File: src/rtl/uart_tx.sv
// UART transmitter: start bit, DATA_BITS data bits LSB first, stop bit.
// Bit timing is counted in 16x-baud sample ticks shared with the receiver.
module uart_tx #(
   parameter int DATA_BITS = 8,
   parameter int STOP_TICK = 16
) (
   input  logic                 clk,
   input  logic                 rst_n,
   input  logic                 i_sample_tick,
   input  logic                 i_tx_start,
   input  logic [DATA_BITS-1:0] i_tx_data,
   output logic                 o_tx,
   output logic                 o_tx_busy,
   output logic                 o_tx_done_tick
);

   localparam int TW = (STOP_TICK > 16) ? 5 : 4;
   localparam int DW = (DATA_BITS > 1) ? $clog2(DATA_BITS) : 1;

   localparam logic [1:0] S_IDLE  = 2'd0;
   localparam logic [1:0] S_START = 2'd1;
   localparam logic [1:0] S_DATA  = 2'd2;
   localparam logic [1:0] S_STOP  = 2'd3;

   localparam logic [TW-1:0] BIT_LAST  = TW'(15);
   localparam logic [TW-1:0] STOP_LAST = TW'(STOP_TICK - 1);
   localparam logic [DW-1:0] DATA_LAST = DW'(DATA_BITS - 1);

   logic [1:0]           state_r, state_s;
   logic [TW-1:0]        tick_cnt_r, tick_cnt_s;
   logic [DW-1:0]        data_cnt_r, data_cnt_s;
   logic [DATA_BITS-1:0] shift_r, shift_s;
   logic                 tx_r, tx_s;
   logic                 done_s;

   // Next-state, next-line and done-strobe decode for the frame sequencer.
   always_comb begin
      state_s    = state_r;
      tick_cnt_s = tick_cnt_r;
      data_cnt_s = data_cnt_r;
      shift_s    = shift_r;
      tx_s       = tx_r;
      done_s     = 1'b0;
      case (state_r)
         S_IDLE: begin
            tx_s = 1'b1;
            if (i_tx_start) begin
               shift_s    = i_tx_data;
               tick_cnt_s = {TW{1'b0}};
               state_s    = S_START;
               tx_s       = 1'b0;
            end else begin
               state_s = S_IDLE;
            end
         end
         S_START: begin
            if (i_sample_tick) begin
               if (tick_cnt_r == BIT_LAST) begin
                  tick_cnt_s = {TW{1'b0}};
                  data_cnt_s = {DW{1'b0}};
                  state_s    = S_DATA;
                  tx_s       = shift_r[0];
               end else begin
                  tick_cnt_s = tick_cnt_r + TW'(1);
               end
            end else begin
               tick_cnt_s = tick_cnt_r;
            end
         end
         S_DATA: begin
            if (i_sample_tick) begin
               if (tick_cnt_r == BIT_LAST) begin
                  tick_cnt_s = {TW{1'b0}};
                  shift_s    = shift_r >> 1'b1;
                  if (data_cnt_r == DATA_LAST) begin
                     state_s = S_STOP;
                     tx_s    = 1'b1;
                  end else begin
                     data_cnt_s = data_cnt_r + DW'(1);
                     // Next bit is the new LSB after the shift.
                     tx_s       = shift_s[0];
                  end
               end else begin
                  tick_cnt_s = tick_cnt_r + TW'(1);
               end
            end else begin
               tick_cnt_s = tick_cnt_r;
            end
         end
         S_STOP: begin
            tx_s = 1'b1;
            if (i_sample_tick) begin
               if (tick_cnt_r == STOP_LAST) begin
                  tick_cnt_s = {TW{1'b0}};
                  state_s    = S_IDLE;
                  done_s     = 1'b1;
               end else begin
                  tick_cnt_s = tick_cnt_r + TW'(1);
               end
            end else begin
               tick_cnt_s = tick_cnt_r;
            end
         end
         default: begin
            state_s    = S_IDLE;
            tick_cnt_s = {TW{1'b0}};
            data_cnt_s = {DW{1'b0}};
            tx_s       = 1'b1;
         end
      endcase
   end

   // Frame state registers; reset forces the line high immediately.
   always_ff @(posedge clk or negedge rst_n) begin
      if (!rst_n) begin
         state_r    <= S_IDLE;
         tick_cnt_r <= {TW{1'b0}};
         data_cnt_r <= {DW{1'b0}};
         shift_r    <= {DATA_BITS{1'b0}};
         tx_r       <= 1'b1;
      end else begin
         state_r    <= state_s;
         tick_cnt_r <= tick_cnt_s;
         data_cnt_r <= data_cnt_s;
         shift_r    <= shift_s;
         tx_r       <= tx_s;
      end
   end

   assign o_tx           = tx_r;
   assign o_tx_busy      = (state_r != S_IDLE);
   assign o_tx_done_tick = done_s;

endmodule

File: config.mk
export PLATFORM = sky130hd
export DESIGN_NAME = uart_tx
export DESIGN_NICKNAME = d
export VERILOG_FILES = /design/src/rtl/uart_tx.sv
export SDC_FILE = /design/constraint.sdc
export NUM_CORES = 1
export LEC_CHECK = 0
export CELL_PAD_IN_SITES_DETAIL_PLACEMENT = 1
export CELL_PAD_IN_SITES_GLOBAL_PLACEMENT = 1
export CORE_ASPECT_RATIO = 1.5
export CORE_MARGIN = 4
export CORE_UTILIZATION = 44
export DETAILED_ROUTE_END_ITERATION = 12
export GPL_TIMING_DRIVEN = 0
export PLACE_DENSITY_LB_ADDON = 0.25
export SLEW_MARGIN = 20
export SYNTH_ARGS = -nofsm -noshare
export SYNTH_HDL_FRONTEND = slang
export SYNTH_SLANG_ARGS = --single-unit
export TNS_END_PERCENT = 30
File: constraint.sdc
create_clock -name clk -period 2.7 [get_ports clk]
set_clock_uncertainty 0.2 [all_clocks]
set_input_delay 0.27 -clock clk [delete_from_list [all_inputs] [get_ports clk]]
set_output_delay 0.27 -clock clk [all_outputs]
set_load 0.1 [all_outputs]
Word level (Yosys, flattened, before mapping)
Index checks and enable logic that the tools add are counted.

Input bits: 12. Register bits after elaboration: 18.

Mux-type cells: 33. Add/sub/neg operators: 2. Reductions and logical operators: 10. Eq/ne operators: 15.

Operators by type and width (count): 8-bit 2-to-1 mux (3); 2-bit inequality test, second input constant (9); 8-bit one-hot mux with 2 select lines (1); 3-bit 2-to-1 mux (5); 2-bit 2-to-1 mux (7); 4-bit 2-to-1 mux (3); 1-bit 2-to-1 mux (10); 2-bit one-hot mux with 4 select lines (1); 4-bit one-hot mux with 2 select lines (1); 4-bit AND reduction (2); 7-bit AND reduction (1); 3-bit one-hot mux with 2 select lines (1); 6-bit AND reduction (1); 2-bit nonzero test (3); 4-bit by 1-bit adder with 4-bit output, second input constant (1); 2-bit == test, second input constant (2); 4-bit == test, second input constant (1); 1-bit one-hot mux with 4 select lines (1); 3-bit by 1-bit adder with 3-bit output, second input constant (1); 3-bit == test, second input constant (1); 3-bit OR reduction (1); 2-bit by 1-bit == test with 1-bit output, second input constant (1); 2-bit zero test (1); 2-bit by 1-bit inequality test with 1-bit output, second input constant (1); 2-bit AND reduction (1).

Depth between registers and ports, before layout
Gate-level depths: netlist of the first run.

Depth after elaboration: 5. Mapped depth: 6.

Worst setup path after synthesis of the first run
No wires, ideal clock.

Path type: register -> register. From: register state_r[0]. To: register tick_cnt_r[3]. Data arrival time: 2054 ps. Clock period less this slack: 2330 ps. Data required time: 2424 ps. Setup slack: 370 ps. Buffers on the path: 0. Stages on the path, launching flop included: 7. Setup time: 76 ps. Cells stage by stage: dfrtp_1 inv_1 ha_1 inv_1 o22ai_2 o41a_1 o21ai_1.

Word-level cells in the longest chain between the ends: 4. Elaborated cells between the ends (all ways): 9. Those cells by class: 5 x eq/ne; 1 x mux; 3 x reduce/logical.

RTL lines: start, declared (line 29) `logic [1:0] state_r, state_s;`; start signal, assigned (line 122) `state_r <= state_s;`; 2-bit == test / 2-bit by 1-bit == test with 1-bit output (equally long branches) (line 44) `case (state_r)`; 3-bit OR reduction (no source line); 2-bit by 1-bit inequality test with 1-bit output (no source line); 2-bit AND reduction (no source line); end signal, assigned (line 117) `tick_cnt_r <= {TW{1'b0}};`; end signal, assigned (line 123) `tick_cnt_r <= tick_cnt_s;`; end, declared (line 30) `logic [TW-1:0] tick_cnt_r, tick_cnt_s;`.

Several ways; a longest one is shown, not always the timed one. A chain may end at the register's enable or synchronous reset.

Worst setup path after layout of the first run
From: register tick_cnt_r[0]. To: output port o_tx_done_tick.

Word-level cells in the longest chain between the ends: 4.

RTL lines: 4-bit == test (line 93) `if (tick_cnt_r == STOP_LAST) begin`; 1-bit 2-to-1 mux (line 93); 1-bit 2-to-1 mux (line 92) `if (i_sample_tick) begin`; 1-bit 2-to-1 mux (line 44); end, declared (line 14) `output logic o_tx_done_tick`.

No other way between the ends.

==> parameters.txt, run 1 <==
Parameter                              Value

Flow run
  Max capacitance violation total ... 0

Synthesis
  Post-synthesis instance area ... 0.001038 sq mm
  Largest cells by area after synthesis ... sky130_fd_sc_hd__dfrtp_1 (41%), sky130_fd_sc_hd__ha_1 (9.6%), sky130_fd_sc_hd__o22ai_1 (7.2%)
  Cell taking the most area after synthesis ... sky130_fd_sc_hd__dfrtp_1
  Most frequently used flop master after synthesis ... sky130_fd_sc_hd__dfrtp_1
  Warning count from the yosys run ... 0
  Cell types with the highest counts after synthesis ... sky130_fd_sc_hd__dfrtp_1 (17), sky130_fd_sc_hd__nand2_1 (13), sky130_fd_sc_hd__o22ai_1 (12)
  Number of enable-type register cells in the synthesized netlist ... 0
  Synthesis-stage register bit count ... 18
  Unique cell type count in the Yosys netlist ... 30
  Area share of the largest cell type after synthesis ... 0.4096
  Post-synthesis async set-or-reset flop share ... 1.000
  Gate Count Post-Synth ... 106
  Post-synthesis sequential area ratio ... 0.4349
  Nets in the synthesized netlist ... 126
  Most frequent cell after synthesis ... sky130_fd_sc_hd__dfrtp_1
  Synth Area per Inst ... 9.797 sq um

Placed design
  Cells after DPL ... 143
  Final Wtd Congestion ... 0.6888
  Port-buffer cells ... 14
  DP Wirelength ... 1866 um

Drt
  Post-detailed-route wirelength per cell ... 16.78 um
  DRC violation total after the first TritonRoute iteration ... 4
  Drc violations ... 0
  Total Wirelength ... 2466 um
  Pre-Repair DR Iteration Count ... 2
  Count of antenna-violating nets left after detailed routing ... 0
  Total via count after detailed routing ... 912
  Via/cell ratio ... 6.204

Worst setup path
  Kind of cell adding the most delay to the critical path ... buffers and inverters
  Count of buffering cells on the critical path with inverters included ... 2
  Worst EP arrival ... 2060 ps
  Cell Chain, Critical Path ... ha_1 -> and4_1 -> buf_6 -> and2_1 -> clkdlybuf4s15_2
  Delay of the slowest critical-path stage ... 550 ps
  Critical Path RT ... 2230 ps
  Biggest fanout along the worst timing path ... 10
  Worst setup path category ... flop to output pin
  CP startpoint kind ... flop
  Sort of element at the end of the critical path ... output pin
  Highest-delay cell along the critical path ... sky130_fd_sc_hd__clkdlybuf4s15_2

Floorplan
  Area of the die ... 0.003217 sq mm
  DIE HEIGHT ... 67.50 um
  Core footprint ... 0.002233 sq mm
  Initial Utilization ... 0.4650
  Die width ... 47.67 um
  Boundary Pins ... 15
  Number of placement rows ... 21

Global routing
  Wire length of the first global-routing pass ... 4071 um
  Total global-route track usage ... 0.1728
  Antenna violations before repair ... 0
  Largest net degree at the start of global routing ... 19
  Via count of the first global-routing pass ... 947
  Overflow left after global routing ... 0

Clock tree
  Count of hold-fix buffers inserted at cts ... 0
  Level count of the clock H-tree ... 1
  Clock net sink count ... 18
  Worst skew pair latency ... 300 ps
  Clock Root Buffer ... sky130_fd_sc_hd__clkbuf_4
  Clock buffer count from CTS ... 3
  CTS tree ... built
  Clock transition at path regs ... 110 ps
  CTS max path bufs ... 2

Cells and area
  Final cell count without fillers ... 147
  Fraction of layout instances using a drive strength above 1 ... 0.1129
  Number of nets in the finished design ... 145
  Synth-to-layout area growth ... 18.79%
  Count of fill cells added during filler insertion ... 257
  Area of combinational cells with multiple inputs ... 540.5 sq um
  Antenna cell count ... 0
  Footprint of the flip-flops and latches ... 451.7 sq um

STA
  Max-slew headroom at the worst pin ... 0.3588
  Fin Hold WS ... 238.9 ps
  Setup repair after global routing missed its margin ... no
  Final min period ... 2530 ps
  Final setup fails ... 0
  Final Max Tran Viols ... 0
  Achievable clock frequency ... 0.3952 GHz
  Number of hold-slack violations in the final timing report ... 0
  Final worst path period share ... 0.9371
  Transition time at the pin with the least slew margin ... 958.9 ps

Power and ir drop
  Peak supply drop ... 0.0006101 V
  Pwr per Cell Area ... 1189 mW/mm^2
  Leakage dissipation ... 0.0005233 uW

Hold path
  Class of the tightest hold or removal check ... input pin to asynchronous set/reset pin

Status
  Run status ... complete, no violations
-- state kept, by name (all words and copies together), names as in the netlist --
name and flops:
state_r 2, shift_r 8, tick_cnt_r 4, o_tx 1, data_cnt_r 3
-- worst paths after layout --
path,start,end,slack (ps),cells past startpoint
setup / recovery,tick_cnt_r[0]$_DFFE_PN0P_,o_tx_done_tick,170,5
hold / removal,rst_n,state_r[1]$_DFFE_PN0P_,240,1
setup reg to reg,state_r[0]$_DFFE_PN0P_,shift_r[6]$_DFFE_PN0P_,780,6
hold reg to reg,shift_r[7]$_DFFE_PN0P_,shift_r[7]$_DFFE_PN0P_,300,1
max in group asynchronous,rst_n,tick_cnt_r[3]$_DFFE_PN0P_,1550,1
min in group clk,shift_r[7]$_DFFE_PN0P_,shift_r[7]$_DFFE_PN0P_,300,1
-- area by class of cell --
| type | count | share of cell area |
|---|---|---|
| clock buffers | 4 | 0.02130 |
| well taps | 23 | 0.02333 |
| plain buffers | 4 | 0.02231 |
| multi-input cells | 79 | 0.4381 |
| inverters | 5 | 0.01521 |
| repair buffers | 14 | 0.1136 |
| flip-flops and latches | 18 | 0.3661 |
-- placed cells by master, fill, tap and decap left out, drive strengths merged, types with 2 or more instances in the layout --
cell / instances
dfrtp: 17
mux2: 4
inv: 5
ha: 8
o22ai: 14
o21ai: 13
nand2: 13
clkdlybuf4s50: 12
nor3: 2
a22oi: 3
clkbuf: 5
buf: 3
a21oi: 10
-- cells by family after synthesis --
kind of cell / count (synthesis) / share of synthesized area
simple gates: 21 / 0.09279
fa+ha+maj: 8 / 0.09639
mux: 5 / 0.05662
compound gates: 45 / 0.2747
buf+inv: 9 / 0.04457
flops: 18 / 0.4349
-- report_power, final --
part           switching (uW)  leakage [uW]  total (uW)  internal [uW]
Clock                    87.4     0.0000150         145           57.6
Combinational             489      0.000288         822            333
Sequential                104      0.000220         499            395
Total                     681      0.000523        1470            785
-- repair_timing --
action / in CTS / in global routing
gates resized for setup: 4 / 0
setup endpoints to repair: 2 / 0
buffers inserted: 0 / 0
-- worst register-to-register path, cell delays in order (launching register included) --
cell and delay [ps]:
sky130_fd_sc_hd__dfrtp_1 430, sky130_fd_sc_hd__inv_1 120, sky130_fd_sc_hd__ha_1 260, sky130_fd_sc_hd__clkbuf_1 420, sky130_fd_sc_hd__nand2_1 150, sky130_fd_sc_hd__a21oi_1 180, sky130_fd_sc_hd__a21oi_1 50
-- layer usage --
metal	part of all wire	GRT usage
met5	0	0
met4	0.013	0.05051
met3	0.030	0.01600
met2	0.54	0.3238
met1	0.42	0.1957
-- through the flow --
stage	setup TNS (ps)	utilization	total power, uW	setup WS [ps]	area [sq um]
after floorplan	0	-	1137	370.2	1039
after global placement	-217.5	0.5406	1298	-217.5	1207
after detailed placement	-250.0	0.5406	1346	-250.0	1207
after CTS	0	0.5524	1483	137.2	1234
after global routing	0	0.5524	1583	73.73	1234
final	0	0.5524	1466	169.8	1234
Note: power is estimated with default switching activity, not from simulation.
==> run 2: changes to the inputs <==
--- a/config.mk
+++ b/config.mk
@@ -5,6 +5,7 @@
 export SDC_FILE = /design/constraint.sdc
 export NUM_CORES = 1
 export LEC_CHECK = 0
+export ABC_CLOCK_PERIOD_IN_PS = 2700
 export CELL_PAD_IN_SITES_DETAIL_PLACEMENT = 1
 export CELL_PAD_IN_SITES_GLOBAL_PLACEMENT = 1
 export CORE_ASPECT_RATIO = 1.5
==> constraint.sdc (replaced) <==
create_clock -name clk -period 2.7 [get_ports clk]
set_clock_uncertainty 0.2 [all_clocks]
set_input_delay 0.405 -clock clk [delete_from_list [all_inputs] [get_ports clk]]
set_output_delay 0.405 -clock clk [all_outputs]
set_load 0.1 [all_outputs]
==> parameters.txt, run 2 (same netlist as run 1, synthesis figures left out) <==
Parameter                              Value

Status
  Run status ... complete, no violations

Global routing
  Antenna violations before repair ... 0
  Via count of the first global-routing pass ... 947
  Largest net degree at the start of global routing ... 19
  Overflow left after global routing ... 0
  Total global-route track usage ... 0.1728
  Wire length of the first global-routing pass ... 4071 um

STA
  Final setup fails ... 0
  Final Max Tran Viols ... 0
  Setup repair after global routing missed its margin ... no
  Achievable clock frequency ... 0.3840 GHz
  Max-slew headroom at the worst pin ... 0.3588
  Minimum setup slack in the final design ... 96.16 ps
  Final worst path period share ... 0.9644
  Transition time at the pin with the least slew margin ... 958.9 ps
  Fin Hold WS ... 302.5 ps
  Final min period ... 2604 ps
  Number of hold-slack violations in the final timing report ... 0

Clock tree
  CTS max path bufs ... 2
  Worst skew pair latency ... 300 ps
  CTS tree ... built
  Clock buffer count from CTS ... 3
  Clock net sink count ... 18
  Clock transition at path regs ... 110 ps
  Clock Root Buffer ... sky130_fd_sc_hd__clkbuf_4
  Count of hold-fix buffers inserted at cts ... 0
  Level count of the clock H-tree ... 1
  Post-CTS setup buffer count ... 0

Hold path
  Min-Delay Startpoint ... shift_r[7]$_DFFE_PN0P_
  Class of the tightest hold or removal check ... flop to flop
  Hold worst-path end ... shift_r[7]$_DFFE_PN0P_
  Worst Hold Path Cells ... 1

Worst setup path
  Count of buffering cells on the critical path with inverters included ... 3
  Worst EP arrival ... 2000 ps
  Biggest fanout along the worst timing path ... 4
  CP startpoint kind ... flop
  Cell Chain, Critical Path ... inv_1 -> ha_1 -> inv_1 -> dlygate4sd2_1
  Minimum setup slack among reg-to-reg paths ... 780 ps
  Highest-delay cell along the critical path ... sky130_fd_sc_hd__dlygate4sd2_1
  CP most frequent cell ... sky130_fd_sc_hd__inv_1
  Worst r2r dst ... shift_r[6]$_DFFE_PN0P_
  Reg2Reg Depth ... 6
  Worst setup path category ... flop to output pin
  Sort of element at the end of the critical path ... output pin
  Reg-to-Reg Start ... state_r[0]$_DFFE_PN0P_
  Critical Path RT ... 2100 ps
  Delay of the slowest critical-path stage ... 860 ps
  Kind of cell adding the most delay to the critical path ... buffers and inverters

Flow run
  Max capacitance violation total ... 0

Drt
  Via/cell ratio ... 6.204
  Drc violations ... 0
  Total via count after detailed routing ... 912
  Pre-Repair DR Iteration Count ... 2
  Post-detailed-route wirelength per cell ... 16.78 um
  Total Wirelength ... 2467 um
  DRC violation total after the first TritonRoute iteration ... 4
  Count of antenna-violating nets left after detailed routing ... 0

Floorplan
  Boundary Pins ... 15
  Core footprint ... 0.002233 sq mm
  DIE HEIGHT ... 67.50 um
  Number of placement rows ... 21
  Initial Utilization ... 0.4650
  Area of the die ... 0.003217 sq mm
  Die width ... 47.67 um

Placed design
  DP Wirelength ... 1866 um
  Final Wtd Congestion ... 0.6888
  Cells after DPL ... 143
  Pre-CTS setup slack ... -520.0 ps
  Port-buffer cells ... 14

Cells and area
  Final cell count without fillers ... 147
  Area of combinational cells with multiple inputs ... 540.5 sq um
  Most common cell after layout, fill and taps aside ... sky130_fd_sc_hd__dfrtp_1
  Most frequent cells in the layout ... sky130_fd_sc_hd__dfrtp_1 (17), sky130_fd_sc_hd__nand2_1 (13), sky130_fd_sc_hd__o22ai_1 (12), sky130_fd_sc_hd__clkdlybuf4s50_1 (12), sky130_fd_sc_hd__a21oi_1 (10)
  Biggest register ... shift_r
  Fraction of layout instances using a drive strength above 1 ... 0.1129
  Footprint of the flip-flops and latches ... 451.7 sq um
  Count of fill cells added during filler insertion ... 256
  Synth-to-layout area growth ... 18.19%
  Number of nets in the finished design ... 145
  Largest registers in the final layout ... shift_r x8, tick_cnt_r x4, data_cnt_r x3
  Number of flip-flops in the largest register ... 8
  Antenna cell count ... 0

Power and ir drop
  Leakage dissipation ... 0.0005252 uW
  Pwr per Cell Area ... 1195 mW/mm^2
  Peak supply drop ... 0.0006101 V
-- run 2: changes by cell type in the layout (fill, tap and decap cells not counted) --
cell	change
sky130_fd_sc_hd__clkdlybuf4s15_2	-1
sky130_fd_sc_hd__buf_2	+1
-- run 2: cell type report --
type                    instances  share of cell area
flip-flops and latches         18              0.3680
inverters                       5             0.01529
clock buffers                   4             0.02141
repair buffers                 14              0.1091
plain buffers                   4             0.02243
multi-input cells              79              0.4404
well taps                      23             0.02345
-- run 2: through the flow --
stage               area (sq um)  TNS, ps  power, uW    util
floorplan                   1039        0       1137       -
global placement            1207   -487.5       1298  0.5406
detailed placement          1207   -520.0       1346  0.5406
CTS                         1234        0       1483  0.5524
global route                1227        0       1583  0.5496
finish                      1227        0       1466  0.5496
-- run 2: power by group --
group | internal (uW) | switching (uW)
combinational | 333 | 489
sequential | 395 | 104
clock | 57.6 | 87.4
-- run 2: worst max path at each step --
stage	from	end	cells past startpoint
floorplan	state_r[0]$_DFFE_PN0P_	tick_cnt_r[3]$_DFFE_PN0P_	6
finish	state_r[0]$_DFFE_PN0P_	o_tx_busy	4
CTS	tick_cnt_r[0]$_DFFE_PN0P_	o_tx_done_tick	5
detailed placement	i_sample_tick	o_tx_done_tick	5
global placement	i_sample_tick	o_tx_done_tick	5
global route	state_r[0]$_DFFE_PN0P_	o_tx_busy	4
-- run 2: what timing repair did --
item                       in CTS  in global routing
gates resized for setup         4                  2
setup endpoints to repair       2                  1
pin swaps                       0                  0
-- run 2: layer usage --
| layer | global-route usage | up-vias | part of all wire |
|---|---|---|---|
| li1 | - | 437 | - |
| met1 | 0.1957 | 455 | 0.42 |
| met2 | 0.3238 | 15 | 0.54 |
| met3 | 0.01600 | 5 | 0.030 |
| met4 | 0.05051 | 0 | 0.013 |
| met5 | 0 | - | 0 |
